<file path="src/rtl/meter_pkg.sv">
`default_nettype none
// ============================================================================
// Module : meter_pkg
// Brief  : Shared constants for the parking-meter controller: BCD increments,
//          presets, default thresholds and the mode state encoding.
// Rev    : 1.0  initial release
// ============================================================================
package meter_pkg;

    localparam logic [15:0] c_inc_50     = 16'h0050;
    localparam logic [15:0] c_inc_150    = 16'h0150;
    localparam logic [15:0] c_inc_200    = 16'h0200;
    localparam logic [15:0] c_inc_500    = 16'h0500;

    localparam logic [15:0] c_preset_15  = 16'h0015;
    localparam logic [15:0] c_preset_185 = 16'h0185;

    localparam logic [15:0] c_max_bcd_dflt = 16'h9999;
    localparam logic [15:0] c_low_bcd_dflt = 16'h0200;

    localparam int unsigned c_mode_w = 2;
    localparam logic [c_mode_w-1:0] c_mode_expired = 2'b00;
    localparam logic [c_mode_w-1:0] c_mode_low     = 2'b01;
    localparam logic [c_mode_w-1:0] c_mode_normal  = 2'b10;

endpackage
`default_nettype wire

</file>
<file path="src/rtl/meter_if.sv">
`default_nettype none
// ============================================================================
// Module : meter_if
// Brief  : Tick/request inputs and display outputs of the meter controller.
// Rev    : 1.0  initial release
// ============================================================================
interface meter_if;
    import meter_pkg::*;

    logic                sec_tick;
    logic                half_tick;
    logic [3:0]          add_req;
    logic                set15;
    logic                set185;
    logic [15:0]         count;
    logic                blank;
    logic [c_mode_w-1:0] mode;

    modport master (
        output sec_tick, half_tick, add_req, set15, set185,
        input  count, blank, mode
    );

    modport slave (
        input  sec_tick, half_tick, add_req, set15, set185,
        output count, blank, mode
    );
endinterface
`default_nettype wire

</file>
<file path="src/rtl/bcd_addsub_sat.sv">
`default_nettype none
// ============================================================================
// Module : bcd_addsub_sat
// Brief  : 4-digit packed BCD add (saturating at MAX_BCD) or decrement by one
//          (floored at 0000). Purely combinational.
// Rev    : 1.0  initial release
// ============================================================================
module bcd_addsub_sat
    import meter_pkg::*;
#(
    parameter logic [15:0] MAX_BCD = c_max_bcd_dflt
) (
    input  logic [15:0] a,
    input  logic [15:0] inc,
    input  logic        sub1,
    output logic [15:0] y
);

    logic [4:0]  w_dsum;
    logic        w_carry;
    logic [15:0] w_sum;
    logic        w_borrow;
    logic [15:0] w_diff;

    // Digit-serial add with decimal adjust; carry out of the top digit means overflow.
    always_comb begin
        w_carry = 1'b0;
        w_sum   = '0;
        w_dsum  = '0;
        for (int i = 0; i < 4; i++) begin
            w_dsum = {1'b0, a[i*4 +: 4]} + {1'b0, inc[i*4 +: 4]} + {4'b0000, w_carry};
            if (w_dsum > 5'd9) begin
                w_dsum  = w_dsum + 5'd6;
                w_carry = 1'b1;
            end else begin
                w_carry = 1'b0;
            end
            w_sum[i*4 +: 4] = w_dsum[3:0];
        end
    end

    always_comb begin
        w_borrow = 1'b1;
        w_diff   = a;
        for (int i = 0; i < 4; i++) begin
            if (w_borrow) begin
                if (a[i*4 +: 4] == 4'd0) begin
                    w_diff[i*4 +: 4] = 4'd9;
                end else begin
                    w_diff[i*4 +: 4] = a[i*4 +: 4] - 4'd1;
                    w_borrow         = 1'b0;
                end
            end
        end
    end

    // Packed BCD orders the same as binary, so plain magnitude compares are valid.
    always_comb begin
        if (sub1) begin
            y = (a == 16'h0000) ? 16'h0000 : w_diff;
        end else if (w_carry || (w_sum > MAX_BCD)) begin
            y = MAX_BCD;
        end else begin
            y = w_sum;
        end
    end

endmodule
`default_nettype wire

</file>
<file path="src/rtl/meter_ctrl.sv">
`default_nettype none
// ============================================================================
// Module : meter_ctrl
// Brief  : Parking-meter time keeper: pending-add arbiter, BCD countdown,
//          EXPIRED/LOW/NORMAL state machine and display blink control.
// Rev    : 1.0  initial release
// ============================================================================
module meter_ctrl
    import meter_pkg::*;
#(
    parameter logic [15:0] MAX_BCD = c_max_bcd_dflt,
    parameter logic [15:0] LOW_BCD = c_low_bcd_dflt
) (
    input  logic     fastclk,
    input  logic     rst_n,
    meter_if.slave   bus
);

    logic [15:0]         r_count;
    logic [3:0]          r_pend;
    logic                r_dec_pend;
    logic [c_mode_w-1:0] r_mode;
    logic                r_blank;

    logic                w_set;
    logic [3:0]          w_req;
    logic [3:0]          w_serve;
    logic [15:0]         w_inc;
    logic                w_any_serve;
    logic                w_dec_req;
    logic [15:0]         w_arith;
    logic [15:0]         w_count_next;
    logic [3:0]          w_pend_next;
    logic                w_dec_pend_next;
    logic [c_mode_w-1:0] w_mode_next;
    logic                w_blank_next;

    assign w_set     = bus.set15 | bus.set185;
    assign w_req     = r_pend | bus.add_req;
    assign w_dec_req = bus.sec_tick | r_dec_pend;

    // Fixed-priority arbiter: +50 > +150 > +200 > +500, one serve per cycle.
    always_comb begin
        w_serve = 4'b0000;
        w_inc   = 16'h0000;
        if (!w_set) begin
            if (w_req[3]) begin
                w_serve = 4'b1000;
                w_inc   = c_inc_50;
            end else if (w_req[2]) begin
                w_serve = 4'b0100;
                w_inc   = c_inc_150;
            end else if (w_req[1]) begin
                w_serve = 4'b0010;
                w_inc   = c_inc_200;
            end else if (w_req[0]) begin
                w_serve = 4'b0001;
                w_inc   = c_inc_500;
            end
        end
    end

    assign w_any_serve = |w_serve;

    bcd_addsub_sat #(
        .MAX_BCD (MAX_BCD)
    ) u_addsub (
        .a    (r_count),
        .inc  (w_inc),
        .sub1 (!w_any_serve),
        .y    (w_arith)
    );

    // A tick that collides with an add is parked in r_dec_pend; a tick arriving
    // while one is already parked consumes the parked one and stays parked.
    always_comb begin
        w_count_next    = r_count;
        w_pend_next     = w_req & ~w_serve;
        w_dec_pend_next = r_dec_pend;
        if (bus.set15) begin
            w_count_next    = c_preset_15;
            w_pend_next     = 4'b0000;
            w_dec_pend_next = 1'b0;
        end else if (bus.set185) begin
            w_count_next    = c_preset_185;
            w_pend_next     = 4'b0000;
            w_dec_pend_next = 1'b0;
        end else if (w_any_serve) begin
            w_count_next    = w_arith;
            w_dec_pend_next = w_dec_req;
        end else if (w_dec_req) begin
            w_count_next    = w_arith;
            w_dec_pend_next = bus.sec_tick & r_dec_pend;
        end
    end

    always_ff @(posedge fastclk or negedge rst_n) begin
        if (!rst_n) begin
            r_count    <= 16'h0000;
            r_pend     <= 4'b0000;
            r_dec_pend <= 1'b0;
        end else begin
            r_count    <= w_count_next;
            r_pend     <= w_pend_next;
            r_dec_pend <= w_dec_pend_next;
        end
    end

    // FSM state register
    always_ff @(posedge fastclk or negedge rst_n) begin
        if (!rst_n) begin
            r_mode  <= c_mode_expired;
            r_blank <= 1'b0;
        end else begin
            r_mode  <= w_mode_next;
            r_blank <= w_blank_next;
        end
    end

    // FSM next state, classified from the count being loaded this cycle
    always_comb begin
        w_mode_next = c_mode_normal;
        if (w_count_next == 16'h0000) begin
            w_mode_next = c_mode_expired;
        end else if (w_count_next < LOW_BCD) begin
            w_mode_next = c_mode_low;
        end
    end

    // FSM output: any transition restarts the blink in the visible phase
    always_comb begin
        w_blank_next = 1'b0;
        if (w_mode_next == r_mode) begin
            case (r_mode)
                c_mode_low:     w_blank_next = r_blank ^ bus.half_tick;
                c_mode_expired: w_blank_next = r_blank ^ bus.sec_tick;
                default:        w_blank_next = 1'b0;
            endcase
        end
    end

    assign bus.count = r_count;
    assign bus.mode  = r_mode;
    assign bus.blank = r_blank;

endmodule
`default_nettype wire

</file>
<file path="src/flat_wrapper.sv">
// flat-port wrapper written by rule: the top's interface ports become plain ports
module meter_ctrl_flat import meter_pkg::*;
#(
    parameter logic [15:0] MAX_BCD = c_max_bcd_dflt,
    parameter logic [15:0] LOW_BCD = c_low_bcd_dflt
)
  (fastclk, rst_n, bus_sec_tick, bus_half_tick, bus_add_req, bus_set15, bus_set185, bus_count, bus_blank, bus_mode);
  meter_if bus_i ();
  input  logic fastclk;
  input  logic rst_n;
  input wire logic [$bits(bus_i.sec_tick)-1:0] bus_sec_tick;
  input wire logic [$bits(bus_i.half_tick)-1:0] bus_half_tick;
  input wire logic [$bits(bus_i.add_req)-1:0] bus_add_req;
  input wire logic [$bits(bus_i.set15)-1:0] bus_set15;
  input wire logic [$bits(bus_i.set185)-1:0] bus_set185;
  output wire logic [$bits(bus_i.count)-1:0] bus_count;
  output wire logic [$bits(bus_i.blank)-1:0] bus_blank;
  output wire logic [$bits(bus_i.mode)-1:0] bus_mode;
  assign bus_i.sec_tick = bus_sec_tick;
  assign bus_i.half_tick = bus_half_tick;
  assign bus_i.add_req = bus_add_req;
  assign bus_i.set15 = bus_set15;
  assign bus_i.set185 = bus_set185;
  assign bus_count = bus_i.count;
  assign bus_blank = bus_i.blank;
  assign bus_mode = bus_i.mode;
  meter_ctrl #(.MAX_BCD(MAX_BCD), .LOW_BCD(LOW_BCD)) u_core (.fastclk(fastclk), .rst_n(rst_n), .bus(bus_i));
endmodule
</file>
<file path="config.mk">
export PLATFORM = sky130hd
export DESIGN_NAME = meter_ctrl_flat
export DESIGN_NICKNAME = d
export VERILOG_FILES = /design/src/rtl/meter_pkg.sv /design/src/rtl/meter_if.sv /design/src/rtl/bcd_addsub_sat.sv /design/src/rtl/meter_ctrl.sv /design/src/flat_wrapper.sv
export SDC_FILE = /design/constraint.sdc
export NUM_CORES = 1
export LEC_CHECK = 0
export CORE_ASPECT_RATIO = 0.9
export CORE_MARGIN = 3
export CORE_UTILIZATION = 50
export CTS_CLUSTER_SIZE = 14
export DETAILED_ROUTE_END_ITERATION = 7
export PLACE_DENSITY = 0.74
export RECOVER_POWER = 25
export SETUP_SLACK_MARGIN = 0.1
export SLEW_MARGIN = 5
export SYNTH_ARGS = -nofsm -noshare
export SYNTH_HDL_FRONTEND = slang
export SYNTH_SLANG_ARGS = --single-unit
</file>
<file path="constraint.sdc">
create_clock -name fastclk -period 9.3 [get_ports fastclk]
set_input_delay 1.395 -clock fastclk [delete_from_list [all_inputs] [get_ports fastclk]]
set_output_delay 1.395 -clock fastclk [all_outputs]
set_load 0.005 [all_outputs]
</file>
==> flow_summary.toml <==
[cts]
cts_setup_buffers = 0
cts_tree = "built"
cts_hold_buffers = 0
cts_root_buf = "clkbuf_8"
clk_pin_slew_ns = 0.10
clock_sinks = 24
clk_latency_ns = 0.28
h-tree-depth = 1
numCtsBuffers = 3
cts_resized = 0
cts_buffer_depth = 2

[worst_setup_path]
critical_path_arrival_ns = 9.09
rr_worst_depth = 35
worst_path_max_delay_cell = "clkdlybuf4s50_1"
crit_required_ns = 9.51
cp-start-kind = "input pin"
critPathMaxStageDelay_ns = 0.49
criticalPathCategory = "input pin to register"
cp_max_fo = 8
endpoint_kind = "register"

[outcome]
outcome = "completed"

[power_and_ir_drop]
peakVddDrop_v = 0.0000975
p_leak_nw = 1.30
power_mw = 0.325
power.density_mw_per_mm2 = 102

[global_route]
grt_use_met2_pct = 36.6
grt-ovfl-total = 0
busiest_layer = "met2"
antenna_found_initial = 0
met3_usage_pct = 4.12
grt_pass1_wl_um = 12600
grt_max_degree = 25
grt_use_met1_pct = 34.6
grt_pass1_vias = 2557
grt_use_total_pct = 23.7

[detailed_routing]
drc_errors = 0
antenna_left = 0
first_pass_iters = 5
post_drt_wl_per_cell_um = 18.2
via_per_inst = 6.59
drtIter0Drc = 230
vias = 2819
wirelength_um = 7790

[synth]
syn_area_per_cell_um2 = 8.08
synthMuxAreaShare_pct = 2.26
synth_top_family_by_area = "compound AO/OA/AOI/OAI gates"
synth_top_cells_by_count = "nand2_1, a21oi_1, nor2_1"
yosysWarnings = 0
ys_seq_elements = 24
synth_enable_flop_cells = 0
synth_ff_type = "dfrtp_1"
synth_cells = 336
ys_seq_area_share_pct = 22.1
synthAdderAreaFrac_pct = 10.5
yosysTopAreaCell = "dfrtp_1"
synthSimpleGateAreaFrac_pct = 27.0
syn_nets = 367
ys_types = 71
synth_xor_xnor_area_share_pct = 2.26
synthArstFlopShare_pct = 100
syn_area_mm2 = 0.00272
synth_compound_area_share_pct = 30.6
yosysMostFrequentCell = "nand2_1"
ys_top_cells_by_area = "dfrtp_1, ha_1, a21oi_1, nand2_1, nor2_1"
synth_top_cell_area_share_pct = 22.1

[floorplan]
fp.coreArea_mm2 = 0.00504
start_util_pct = 53.8
rows = 24
die_x_um = 83.7
die_y_um = 75.9
dieArea_mm2 = 0.00635
io_pins = 29

[worst_hold_path]
hold_path.class = "register to register"
hold_depth = 2

[sta]
fin_hold_ws_ns = 0.559
finalSetupTns_ns = 0
rsz0062_at_grt = "no"
setup_viol_count_final = 0
final.min_clock_period_ns = 8.87
fin_crit_sh_pct = 95.4
worst_slack_ns = 0.426
max_slew.worst_pin.slew_ns = 1.17
slew_headroom_pct = 21.6
fmax_ghz = 0.113
finalClockSkew_ns = 0.00782
final-max-slew-violation-count = 0
finalHoldViolCount = 0

[finish]
antenna_cells = 0
drive_gt1_share_pct = 11.8
syn2layout_area_growth_pct = 16.8
fill_cells = 445
layout.nets = 395

[placement]
io_buffer_count = 28
gp_congestion = 0.920
dpl.hpwl_um = 5950
pre_cts_slack_ns = -0.164

[run]
cap_viol_max_count = 0
## stage by stage
| step | instances | area [um2] | utilization [%] |
|---|---|---|---|
| floorplan | 336 | 2720 | - |
| global placement | 424 | 3080 | 61.0 |
| detailed placement | 424 | 3080 | 61.0 |
| CTS | 428 | 3130 | 62.1 |
| global route | 428 | 3170 | 62.9 |
| finish | 428 | 3170 | 62.9 |
## metal layers
metal / up-vias / routed length [um]
li1: 1316 / -
met1: 1359 / 3500
met2: 125 / 3590
met3: 19 / 558
met4: 0 / 133
met5: - / 0
## report_power, final
part           leakage (nW)  internal [mW]  switching, mW
clock network        0.0288         0.0380         0.0377
logic                 0.962         0.0548         0.0728
registers             0.309          0.111         0.0109
## worst paths after layout
| kind | startpoint | end | slack [ns] |
|---|---|---|---|
| setup / recovery | bus_set15 | u_core.bus.blank | 0.43 |
| hold / removal | u_core.r_dec_pend | u_core.r_dec_pend | 0.56 |
| setup reg to reg | u_core.bus.count[2] | u_core.bus.blank | 0.98 |
| hold reg to reg | u_core.r_dec_pend | u_core.r_dec_pend | 0.56 |
| max in group asynchronous | rst_n | u_core.bus.mode[0] | 6.80 |
| min in group asynchronous | rst_n | u_core.bus.count[5] | 1.80 |
## logic make-up (layout without fill, tap and decap cells)
family / count (synthesis) / count (layout)
and+or+nand+nor: 130 / 130
AOI/OAI and AO/OA: 112 / 112
buffers and inverters: 35 / 62
adders and majority gates: 21 / 21
xor gates and xnor gates: 7 / 7
other: 1 / 1
muxes: 6 / 6
DFF: 24 / 24
## final cells by class
| class | instances | area (um2) | share of cell area (%) |
|---|---|---|---|
| timing repair buffer | 34 | 325 | 10.3 |
| clock buffer | 4 | 55.1 | 1.74 |
| tap | 65 | 81.3 | 2.56 |
| sequential | 24 | 601 | 18.9 |
| multi-input combinational | 277 | 2020 | 63.7 |
| inverter | 24 | 90.1 | 2.84 |
## cell usage in the layout (no fill, tap or decap), types with 3 or more instances in the layout
cell type,n
nand2b_1,3
a211oi_1,3
xnor2_1,5
and3b_1,4
o21ai_0,15
a31oi_1,5
o21bai_1,3
nor3b_1,3
nor2b_1,6
nand4_1,3
mux2i_1,5
fa_1,3
ha_1,16
a31o_2,5
o22ai_1,7
o31ai_1,4
o211ai_1,11
nor2_1,24
a21oi_1,28
or2_2,3
nor3_1,13
nand3b_1,3
buf_4,6
nand4b_1,4
nand3_1,9
dlygate4sd3_1,3
clkdlybuf4s50_1,25
inv_1,24
nand2_1,32
clkbuf_8,4
dfrtp_1,24
## registers in the layout, summed over array words and instances (netlist names)
signal             count
u_core.r_dec_pend      1
u_core.bus.count      16
u_core.bus.blank       1
u_core.r_pend          4
u_core.bus.mode        2
## critical path, delay by kind of cell
kind | cells | cell delay (ns)
adders and majority gates | 8 | 2.63
AOI/OAI and AO/OA | 7 | 1.74
and+or+nand+nor | 8 | 1.63
buffers and inverters | 4 | 0.73
xor gates and xnor gates | 3 | 0.61
muxes | 2 | 0.30
No activity file was read; power rests on OpenSTA's default activity.
